==> config.mk <==
export PLATFORM = sky130hd
export DESIGN_NAME = pixel_readout_bus
export DESIGN_NICKNAME = d
export VERILOG_FILES = /design/src/rtl/pixel_readout_bus.sv
export SDC_FILE = /design/constraint.sdc
export NUM_CORES = 1
export LEC_CHECK = 0
export ABC_AREA = 1
export CORE_UTILIZATION = 55
export CTS_CLUSTER_DIAMETER = 80
export CTS_CLUSTER_SIZE = 20
export DETAILED_ROUTE_END_ITERATION = 8
export GPL_TIMING_DRIVEN = 1
export PLACE_DENSITY = 0.8
export SETUP_SLACK_MARGIN = 0.2
export SYNTH_ARGS = -nofsm -noshare
export SYNTH_HDL_FRONTEND = slang
export SYNTH_SLANG_ARGS = --single-unit
==> constraint.sdc <==
create_clock -name clk -period 7.9 [get_ports clk]
set_clock_uncertainty 0.2 [all_clocks]
set_input_delay 1.58 -clock clk [delete_from_list [all_inputs] [get_ports clk]]
set_output_delay 1.58 -clock clk [all_outputs]
set_load 0.01 [all_outputs]
==> src/rtl/pixel_readout_bus.sv <==
// Gray-coded pixel row capture into a tagged FWFT FIFO; out_parity exists only with PIXEL_READOUT_PARITY_EN.
// Capture-to-out_valid 1 cycle; downstream stalls via out_ready, captures into a full FIFO are dropped and flagged.

module pixel_readout_fifo #(
   parameter int W     = 8,
   parameter int DEPTH = 4,
   localparam int PTR_W = $clog2(DEPTH),
   localparam int LVL_W = $clog2(DEPTH) + 1
) (
   input  logic             clk,
   input  logic             reset,
   input  logic             wr_vld,
   input  logic [W-1:0]     wr_dat,
   input  logic             rd_rdy,
   output logic             rd_vld,
   output logic [W-1:0]     rd_dat,
   output logic [LVL_W-1:0] level,
   output logic             wr_drop
);

   logic [W-1:0]     mem [DEPTH];
   logic [PTR_W-1:0] wr_ptr;
   logic [PTR_W-1:0] rd_ptr;
   logic             full;
   logic             wr_fire;
   logic             rd_fire;

   assign full    = (level == LVL_W'(DEPTH));
   assign rd_vld  = (level != '0);
   assign rd_fire = rd_vld & rd_rdy;
   // a full FIFO still takes a word when the head leaves on the same edge
   assign wr_fire = wr_vld & (~full | rd_fire);
   assign wr_drop = wr_vld & full & ~rd_fire;
   assign rd_dat  = mem[rd_ptr];

   always_ff @(posedge clk or posedge reset) begin
      if (reset) begin
         wr_ptr <= '0;
         rd_ptr <= '0;
         level  <= '0;
         for (int i = 0; i < DEPTH; i++) begin
            mem[i] <= '0;
         end
      end else begin
         if (wr_fire) begin
            mem[wr_ptr] <= wr_dat;
            wr_ptr      <= wr_ptr + PTR_W'(1);
         end
         if (rd_fire) begin
            rd_ptr <= rd_ptr + PTR_W'(1);
         end
         case ({wr_fire, rd_fire})
            2'b10:   level <= level + LVL_W'(1);
            2'b01:   level <= level - LVL_W'(1);
            default: level <= level;
         endcase
      end
   end

endmodule

module pixel_readout_bus #(
   parameter int NUM_ROWS    = 2,
   parameter int PIX_PER_ROW = 2,
   parameter int BIT_W       = 8,
   parameter int FIFO_DEPTH  = 4,
   localparam int ROW_W = (NUM_ROWS > 1) ? $clog2(NUM_ROWS) : 1,
   localparam int LVL_W = $clog2(FIFO_DEPTH) + 1,
   localparam int PW    = PIX_PER_ROW * BIT_W
) (
   input  logic                            clk,
   input  logic                            reset,
   input  logic [NUM_ROWS-1:0]             read,
   input  logic [NUM_ROWS*PW-1:0]          pixData,
   output logic [PW-1:0]                   pixelDataOut,
   output logic [ROW_W-1:0]                out_row,
   output logic                            out_valid,
   input  logic                            out_ready,
   input  logic                            clear_flags,
   output logic                            overflow,
   output logic                            collision,
`ifdef PIXEL_READOUT_PARITY_EN
   output logic                            out_parity,
`endif
   output logic [LVL_W-1:0]                level
);

`ifdef PIXEL_READOUT_PARITY_EN
   localparam int EW = PW + ROW_W + 1;
`else
   localparam int EW = PW + ROW_W;
`endif

   logic [ROW_W-1:0] sel_row;
   logic [PW-1:0]    row_gray;
   logic [PW-1:0]    row_bin;
   logic [BIT_W-1:0] pix_g;
   logic [BIT_W-1:0] pix_b;
   logic             col_evt;
   logic             ovf_evt;
   logic [EW-1:0]    wr_dat;
   logic [EW-1:0]    rd_dat;

   // lowest-index asserted row wins
   always_comb begin
      sel_row = '0;
      for (int r = NUM_ROWS - 1; r >= 0; r--) begin
         if (read[r]) begin
            sel_row = ROW_W'(r);
         end
      end
   end

   always_comb begin
      row_gray = '0;
      for (int r = 0; r < NUM_ROWS; r++) begin
         if (sel_row == ROW_W'(r)) begin
            row_gray = pixData[r*PW +: PW];
         end
      end
   end

   // pixel 0 lands in the MSBs of the output word
   always_comb begin
      row_bin = '0;
      pix_g   = '0;
      pix_b   = '0;
      for (int p = 0; p < PIX_PER_ROW; p++) begin
         pix_g = row_gray[p*BIT_W +: BIT_W];
         pix_b[BIT_W-1] = pix_g[BIT_W-1];
         for (int i = BIT_W - 2; i >= 0; i--) begin
            pix_b[i] = pix_b[i+1] ^ pix_g[i];
         end
         row_bin[(PIX_PER_ROW-1-p)*BIT_W +: BIT_W] = pix_b;
      end
   end

   assign col_evt = |(read & (read - NUM_ROWS'(1)));

`ifdef PIXEL_READOUT_PARITY_EN
   assign wr_dat = {^row_bin, sel_row, row_bin};
   assign {out_parity, out_row, pixelDataOut} = rd_dat;
`else
   assign wr_dat = {sel_row, row_bin};
   assign {out_row, pixelDataOut} = rd_dat;
`endif

   pixel_readout_fifo #(
      .W     (EW),
      .DEPTH (FIFO_DEPTH)
   ) u_fifo (
      .clk     (clk),
      .reset   (reset),
      .wr_vld  (|read),
      .wr_dat  (wr_dat),
      .rd_rdy  (out_ready),
      .rd_vld  (out_valid),
      .rd_dat  (rd_dat),
      .level   (level),
      .wr_drop (ovf_evt)
   );

   // a new event on the clearing edge keeps its flag set
   always_ff @(posedge clk or posedge reset) begin
      if (reset) begin
         overflow  <= 1'b0;
         collision <= 1'b0;
      end else begin
         overflow  <= ovf_evt | (overflow & ~clear_flags);
         collision <= col_evt | (collision & ~clear_flags);
      end
   end

endmodule
Word level (Yosys, flattened, before mapping)
Index checks and enable logic that the tools add are counted.
- bitwise operators: 29
- $add $sub $neg: 5
- multiplexer cells: 10
- reduce and logical (&&, ||, !) cells: 5
- order comparisons: 3
- equal/unequal tests: 3
- operators by type and width (kind ; number):
    bitwise mux 68 bit ; 1
    two-way mux 17 bit ; 3
    binary-select mux 17 bit (select 2 bit) ; 1
    demux 17 bit (select 2 bit) ; 1
    two-way mux 16 bit ; 1
    bitwise XOR 1 bit ; 14
    bitwise AND 1 bit ; 6
    greater-or-equal comparator 3 bit, second input constant ; 2
    inverter 2 -> 3 bit ; 2
    one-hot mux 3 bit (2 select lines) ; 1
    adder 2 x 1 -> 2 bit, second input constant ; 2
    OR reduction 2 bit ; 2
    adder 3 x 1 -> 3 bit, second input constant ; 1
    == test 3 bit, second input constant ; 1
    less-than comparator 3 x 1 -> 1 bit, second input constant ; 1
    inverter 1 bit ; 3
    OR 1 bit ; 3
    nonzero test 3 bit ; 1
    subtractor 3 x 1 -> 3 bit, second input constant ; 1
    bitwise AND 2 bit ; 1
    == test 2 x 1 -> 1 bit, second input constant ; 1
    == test 2 bit, second input constant ; 1
    two-way mux 1 bit ; 2
    nonzero test 2 bit ; 1
    2 further kinds ; 2
- bits in registers: 77
- logic and storage cells: 64

Depth between registers and ports, before layout
Gate-level depths: netlist of run 1.
- depth after elaboration: 11
- depth in mapped cells: 17
- depth with buffers taken out: 16

Cells and area by module
From an unflattened synthesis of run 1, not the netlist that was laid out.
- cell total of the unflattened synthesis: 599
- area total of the unflattened synthesis: 4610.7 sq um
- by module, submodules not included (module ; area each (sq um) ; times used ; cells each):
    pixel_readout_fifo ; 3732.3 ; 1 ; 450
    pixel_readout_bus ; 878.3 ; 1 ; 149

Worst setup path after synthesis of run 1
No wires, ideal clock.
- kind: input to register
- from: input read[1]
- to: register u_fifo.level[2]
- setup slack: 4558 ps
- library setup time: 131 ps
- stages: 8
- data required time: 7569 ps
- arrival: 3011 ps
- path through: buf_4 -> o21ai_0 -> ha_1 -> inv_1 -> fa_1 -> a21oi_1 -> o21ai_0 -> xor2_1
- cells in the longest elaborated chain, start to end: 4
- elaborated cells on any way between the ends: 6
- those cells by class: eq/ne: 2; mux: 1; bitwise: 1; reduce/logical: 2
- RTL lines (item ; line ; source):
    from (decl) ; 73 ; input logic [NUM_ROWS-1:0] read,
    OR reduction 2 bit * ; 154 ; .wr_vld (|read),
    bitwise AND 1 bit * ; 32 ; assign wr_fire = wr_vld & (~full | rd_fire);
    == test 2 x 1 -> 1 bit or == test 2 bit (tied branches) ; 52 ; case ({wr_fire, rd_fire})
    one-hot mux 3 bit (2 select lines) or nonzero test 2 bit (tied branches) ; -- ;
    to (signal assigned) ; 53 ; 2'b10: level <= level + LVL_W'(1);
    to (signal assigned) ; 54 ; 2'b01: level <= level - LVL_W'(1);
    to (signal assigned) ; 55 ; default: level <= level;
    to (decl) ; 17 ; output logic [LVL_W-1:0] level,
Every way passes the cells marked *; elsewhere a longest branch is shown, timed or not.
A chain may end at the register's enable or synchronous reset.

Worst setup path after layout of run 1
- from: register u_fifo.rd_ptr[0]
- to: output pixelDataOut[6]
- cells in the longest elaborated chain, start to end: 4
- RTL lines (item ; line ; source):
    from (decl) ; 23 ; logic [PTR_W-1:0] rd_ptr;
    from (signal assigned) ; 50 ; rd_ptr <= rd_ptr + PTR_W'(1);
    inverter 2 -> 3 bit (implied by the code) ; 34 ; assign rd_dat = mem[rd_ptr];
    binary-select mux 17 bit (select 2 bit) ; 34 ;
    two-way mux 17 bit (implied by the code) (2 in series) ; 34 ;
    to (decl) ; 75 ; output logic [PW-1:0] pixelDataOut,
Every way passes these cells. The select of a mux whose other input is x is not followed.

==> results of run 1 <==
cell families after synthesis:
group / Yosys count / synth area share (%)
muxes: 2 / 0.465
DFF: 77 / 44.7
xor gates and xnor gates: 5 / 1.02
buffers and inverters: 68 / 6.68
and+or+nand+nor: 317 / 35.4
adders and majority gates: 6 / 1.92
AOI/OAI and AO/OA: 79 / 9.79
metal layers:
| metal | part of all wire [%] | vias to the layer above |
|---|---|---|
| li1 | - | 1868 |
| met1 | 42 | 1881 |
| met2 | 48 | 197 |
| met3 | 8.2 | 14 |
| met4 | 1.6 | 0 |
| met5 | 0 | - |
synthesized netlist by cell type, types with 2 or more instances:
library cell	n	area (µm²)
nand2_1	200	751
dfrtp_1	77	1930
o21ai_0	51	255
nand3_1	41	205
inv_1	38	143
nor2_1	36	135
o22ai_1	18	113
clkbuf_1	16	60.1
nand3_2	14	140
nand2_2	9	56.3
nand2_4	7	78.8
o21ai_1	7	35.0
nand3_4	6	105
buf_2	5	25.0
ha_1	5	62.6
inv_2	4	15.0
xor2_1	4	35.0
buf_6	3	33.8
a21oi_1	2	10.0
mux2i_1	2	20.0
nand3b_1	2	15.0
nand3b_4	2	40.0
stage by stage:
step                cells  utilization [%]  hold slack, ns  cell area, µm²  total power, mW
global route          705             69.0           0.303            5110             2.11
CTS                   705             69.0           0.281            5110             1.97
floorplan             554                -           0.244            4310             1.28
global placement      689             66.4           0.256            4920             1.63
detailed placement    689             66.4           0.261            4920             1.67
finish                705             69.0           0.281            5110             1.97
cell type report:
| cell class | instances | area, µm² | share of cell area (%) |
|---|---|---|---|
| tap | 99 | 124 | 2.42 |
| clock inverter | 6 | 63.8 | 1.25 |
| clock buffer | 10 | 128 | 2.50 |
| inverter | 42 | 158 | 3.09 |
| multi-input combinational | 409 | 2090 | 41.0 |
| sequential | 77 | 1930 | 37.7 |
| timing repair buffer | 62 | 616 | 12.0 |
how the worst max path moves through the flow:
stage | from | end | cells after the start
finish | u_fifo.rd_ptr[0]$_DFFE_PP0P_ | pixelDataOut[6] | 5
global route | u_fifo.rd_ptr[0]$_DFFE_PP0P_ | pixelDataOut[6] | 5
CTS | u_fifo.rd_ptr[0]$_DFFE_PP0P_ | pixelDataOut[6] | 5
detailed placement | read[1] | u_fifo.mem[0]$_DFFE_PP0P_ | 16
global placement | read[1] | u_fifo.mem[17]$_DFFE_PP0P_ | 16
floorplan | reset | collision$_DFF_PP0_ | 1
tightest hold or removal path, cell delays in order, from the launching register on:
cell	delay, ns
dfrtp_1	0.35
nand2_1	0.05
nand2_1	0.05
sequential cells by signal, summed over array words and instances, names as in the netlist:
name,count
u_fifo.mem,68
overflow,1
collision,1
u_fifo.level,3
u_fifo.rd_ptr,2
u_fifo.wr_ptr,2
where the power goes:
group / switching (mW) / internal [mW]
Clock: 0.154 / 0.145
Combinational: 0.574 / 0.405
Sequential: 0.116 / 0.578
==> summary.txt, run 1 <==
=================================================================================
Fraction of the yosys area taken by sequential cells ...............        44.7%
DRC violation count after routing ..................................            0
Run status ......................................................... finished, final reports clean
Number of routed nets with antenna violations ......................            0
Synthesized netlist net count ......................................          598
Setup TNS ..........................................................         0 ns
Worst slack after detailed placement ...............................      3.10 ns
Hold Path End ...................................................... u_fifo.mem[31]$_DFFE_PP0P_
Critical-path cell list ............................................ buf_4 -> inv_1 -> o21ai_0 -> o22ai_1 -> clkdlybuf4s50_1
Number of global-route vias before repair ..........................         3667
Final setup violation count ........................................            0
Number of buffers inserted by hold repair at cts ...................            0
Min-delay src ...................................................... u_fifo.mem[31]$_DFFE_PP0P_
Number of diodes added for antenna fixing ..........................            0
Detailed-route wire length per cell ................................      15.5 µm
Critical path class ................................................ flip-flop to primary output
Global-route met3 utilization ......................................        2.78%
Hold Violations, Final .............................................            0
Destination of the worst register-to-register timing path .......... u_fifo.mem[42]$_DFFE_PP0P_
Critical Path Max Stage Delay ......................................      0.82 ns
Area growth from synthesis to final layout .........................        18.6%
Max Root-Sink Buffers ..............................................            2
Total number of clock tree sinks ...................................           77
TritonCTS clock tree ...............................................          yes
Warnings from Yosys ................................................            0
Data arrival time at the worst-slack endpoint ......................      2.87 ns
Post-cts repair resize count .......................................            0
Deepest level of the CTS H-tree ....................................            3
Maximum resistive drop on vdd ......................................     0.171 mV
Worst setup slack for register-to-register paths ...................      4.85 ns
Most used DFF post-synth ...........................................      dfrtp_1
Full die area ......................................................  0.00819 mm²
Effective utilization at floorplan .................................        58.2%
Wire length of the first global-routing pass .......................     17800 µm
Proportion of layout cells with a drive suffix above 1 .............        10.1%
Slew HR ............................................................        29.7%
Post-layout min period .............................................      4.65 ns
Share of the clock period used by the worst path after layout ......        58.9%
Placer congestion estimate .........................................        0.806
Average cell area after synthesis ..................................     7.78 µm²
Busiest layer in global routing ....................................         met2
Met2 global-route usage ............................................        46.3%
Worst-path fanout max ..............................................           37
FP Rows ............................................................           31
Leakage component of the power .....................................      2.61 nW
Pwr per Cell Area ..................................................   386 mW/mm²
Worst Max-Slew Pin Slew ............................................      1.05 ns
Post-route worst setup slack .......................................      3.25 ns
Crit path buffers/inverters ........................................            3
Largest net degree at the start of global routing ..................           78
Setup repair after global routing missed its margin ................        false
Nets@finish ........................................................          645
CTS clk-pin slew, worst paths ......................................      0.08 ns
Number of vias after detailed routing ..............................         3960
Highest clock frequency the design can meet ........................      215 MHz
Max-slew violation total from the final report .....................            0
Cell family with the largest share of critical-path delay .......... buffers and inverters
Global route overflow ..............................................            0
Num CTS Buffers ....................................................            9
Flip-flop and latch count after synthesis ..........................           77
Global router's overall resource usage .............................        27.9%
First-pass detailed-route iteration total ..........................            6
Hold path cells ....................................................            2
Post-Syn Instances .................................................          554
Endpoint class of the critical path ................................ primary output
Worst-skew pair later-pin latency ..................................      0.37 ns
Port Buffer Count ..................................................           60
Critical R2R Launch ................................................ u_fifo.level[1]$_DFFE_PP0P_
Worst min path class ............................................... flip-flop to flip-flop
Max_cap viols ......................................................            0
Commonest non-fill, non-tap cell in the layout .....................      nand2_1
Startpoint class of the critical path ..............................    flip-flop
First DRT Iteration DRCs ...........................................          306
Worst-case reg-to-reg path depth ...................................            8
Die Wd .............................................................      90.5 µm
Core region area ...................................................  0.00741 mm²
Worst Path Required ................................................      6.12 ns
Highest-count cells in the layout ignoring fill and taps ........... 200 x nand2_1, 77 x dfrtp_1, 60 x clkdlybuf4s50_1
Placed wire-length estimate ........................................      7120 µm
Post-CTS setup buffers .............................................            0
Met1 routing resource usage after global routing ...................        37.6%
Wire length reported by the detailed router ........................     10900 µm
Master cell of the clock root buffer ...............................     clkbuf_8
Filler instances ...................................................          591
IO Pins ............................................................           61
Routed via count divided by cell count .............................         5.62
Antenna violations before repair ...................................            0
Number of distinct library cells after synthesis ...................           27
Fraction of synthesis flops using an asynchronous set or reset pin .         100%
Post-synth EDFFs ...................................................            0
Slowest stage cell on the critical path ............................        inv_1
Post-Synthesis Cell Area ...........................................  0.00431 mm²
Die Y-Extent .......................................................      90.5 µm
=================================================================================
Note: power is estimated with default switching activity, not from simulation.
==> run 2, diff against run 1 <==
==> constraint.sdc (replaced) <==
create_clock -name clk -period 4.33 [get_ports clk]
set_clock_uncertainty 0.2 [all_clocks]
set_input_delay 0.866 -clock clk [delete_from_list [all_inputs] [get_ports clk]]
set_output_delay 0.866 -clock clk [all_outputs]
set_load 0.01 [all_outputs]
==> summary.txt, run 2 (same netlist as run 1, synthesis figures left out) <==
==================================================================================
Data arrival time at the worst-slack endpoint .......................      2.53 ns   -0.34 ns
Critical Path Max Stage Delay .......................................      0.61 ns   -0.21 ns
Nets@finish .........................................................          653   +1.2%
Post-cts repair resize count ........................................            0   unchanged
First-pass detailed-route iteration total ...........................            5   -1
Antenna violations before repair ....................................            0   unchanged
Number of cells in the finished layout apart from fillers ...........          713   +1.1%
Util after Layout ...................................................        70.2%   +1.3 points
Num CTS Buffers .....................................................            9   unchanged
TritonCTS clock tree ................................................          yes
Critical path class ................................................. flip-flop to primary output
DRC violation count after routing ...................................            0   unchanged
Deepest level of the CTS H-tree .....................................            3   unchanged
Endpoint class of the critical path ................................. primary output
Wire length reported by the detailed router .........................     10800 µm   -0.68%
Share of the clock period used by the worst path after layout .......        82.9%
IO Pins .............................................................           61   unchanged
Worst min path class ................................................ flip-flop to flip-flop
Number of routed nets with antenna violations .......................            0   unchanged
Wire length of the first global-routing pass ........................     18200 µm   +2.7%
Run status .......................................................... finished, final reports clean
Maximum resistive drop on vdd .......................................     0.247 mV   +45%
Final setup violation count .........................................            0   unchanged
Largest net degree at the start of global routing ...................           78   unchanged
Pwr per Cell Area ...................................................   711 mW/mm²   +84%
Global route overflow ...............................................            0   unchanged
Worst setup slack for register-to-register paths ....................      1.88 ns   -2.97 ns
Max-slew violation total from the final report ......................            0   unchanged
Worst-case reg-to-reg path depth ....................................            9   +1
Post-layout min period ..............................................      3.59 ns
Number of diodes added for antenna fixing ...........................            0   unchanged
Placed wire-length estimate .........................................      7070 µm   -0.72%
Worst-path fanout max ...............................................           18   -51%
Global router's overall resource usage ..............................        28.1%   +0.23 points
Critical-path cell list ............................................. buf_4 -> inv_1 -> o21ai_0 -> o22ai_1 -> clkdlybuf4s50_1
Worst Max-Slew Pin Slew .............................................     0.961 ns   -0.0919 ns
Total number of clock tree sinks ....................................           77   unchanged
Worst Path Required .................................................      3.26 ns   -2.86 ns
Registers with the most flip-flops .................................. u_fifo.mem: 68 flops, u_fifo.level: 3 flops
Post-CTS setup buffers ..............................................            0   unchanged
Number of vias after detailed routing ...............................         3923   -0.93%
Worst-skew pair later-pin latency ...................................      0.37 ns   about the same
Leakage component of the power ......................................      2.66 nW   +1.9%
Effective utilization at floorplan ..................................        58.2%   unchanged
Proportion of layout cells with a drive suffix above 1 ..............        11.2%   +1.2 points
Full die area .......................................................  0.00819 mm²   unchanged
Highest-count cells in the layout ignoring fill and taps ............ 200 x nand2_1, 77 x dfrtp_1, 60 x clkdlybuf4s50_1
Die Wd ..............................................................      90.5 µm   unchanged
Max_cap viols .......................................................            0   unchanged
Number of global-route vias before repair ...........................         3823   +4.3%
Detailed-route wire length per cell .................................      15.2 µm   -1.8%
First DRT Iteration DRCs ............................................          260   -15%
Highest clock frequency the design can meet .........................      278 MHz
Startpoint class of the critical path ...............................    flip-flop
Reg with most FFs ...................................................   u_fifo.mem
Port Buffer Count ...................................................           60   unchanged
Hold path cells .....................................................            2   unchanged
Placer congestion estimate ..........................................        0.817   +1.4%
Routed via count divided by cell count ..............................         5.50   -2.0%
Number of placed cells counting well taps ...........................          697   +1.2%
Setup repair after global routing missed its margin .................        false
Destination of the worst register-to-register timing path ........... u_fifo.mem[17]$_DFFE_PP0P_
Master cell of the clock root buffer ................................     clkbuf_8
Setup TNS ...........................................................         0 ns   unchanged
Area growth from synthesis to final layout ..........................        20.8%
Core region area ....................................................  0.00741 mm²   unchanged
Hold Violations, Final ..............................................            0   unchanged
Commonest non-fill, non-tap cell in the layout ......................      nand2_1
Flip-flop count of the largest register, all copies and words added .           68   unchanged
Number of buffers inserted by hold repair at cts ....................            0   unchanged
FP Rows .............................................................           31   unchanged
Min-delay src ....................................................... u_fifo.mem[21]$_DFFE_PP0P_
Max Root-Sink Buffers ...............................................            2   unchanged
Hold Path End ....................................................... u_fifo.mem[21]$_DFFE_PP0P_
Slowest stage cell on the critical path ............................. clkdlybuf4s50_1
Critical R2R Launch ................................................. u_fifo.level[1]$_DFFE_PP0P_
CTS clk-pin slew, worst paths .......................................      0.09 ns   about the same
Die Y-Extent ........................................................      90.5 µm   unchanged
Slew HR .............................................................        35.9%   +6.2 points
==================================================================================
[run 2: power breakdown]
group | leakage (nW) | switching [mW] | internal (mW)
registers | 0.961 | 0.181 | 1.06
logic | 1.59 | 1.08 | 0.766
clock network | 0.106 | 0.276 | 0.341
total | 2.66 | 1.54 | 2.16
[run 2: critical path: cells and delay by family, from the launching register on]
kind | cells | cell delay [ns]
AOI/OAI and AO/OA | 2 | 0.47
DFF | 1 | 0.37
buffers and inverters | 3 | 1.30
[run 2: area by class of cell]
cell class | instances | area, µm²
clock buffer | 11 | 141
clock inverter | 5 | 83.8
fill | 573 | 2200
inverter | 42 | 158
multi-input combinational | 409 | 2090
sequential | 77 | 1930
tap | 99 | 124
timing repair buffer | 70 | 676
[run 2: worst max path at each step]
| stage | from | endpoint |
|---|---|---|
| after global routing | read[0] | u_fifo.mem[8]$_DFFE_PP0P_ |
| final | u_fifo.rd_ptr[1]$_DFFE_PP0P_ | pixelDataOut[11] |
| after CTS | u_fifo.rd_ptr[1]$_DFFE_PP0P_ | pixelDataOut[11] |
| after global placement | read[0] | u_fifo.mem[17]$_DFFE_PP0P_ |
| after detailed placement | read[0] | u_fifo.mem[59]$_DFFE_PP0P_ |
| after floorplan | reset | collision$_DFF_PP0_ |
[run 2: per-layer routing]
layer | GRT usage, % | part of all wire, % | wire length [µm]
met3 | 5.72 | 6.7 | 730
met5 | 0 | 0 | 0
met4 | 9.01 | 1.6 | 172
met2 | 46.2 | 47 | 5120
met1 | 37.2 | 44 | 4820
[run 2: metrics by stage]
step	instance area (µm²)	hold slack [ns]	worst slack (ns)	total power, mW
detailed placement	4980	0.260	0.601	3.07
finish	5200	0.277	0.738	3.70
CTS	5200	0.280	0.815	3.69
global route	5200	0.293	0.671	3.96
floorplan	4310	0.244	1.30	2.34
global placement	4980	0.258	0.706	3.00
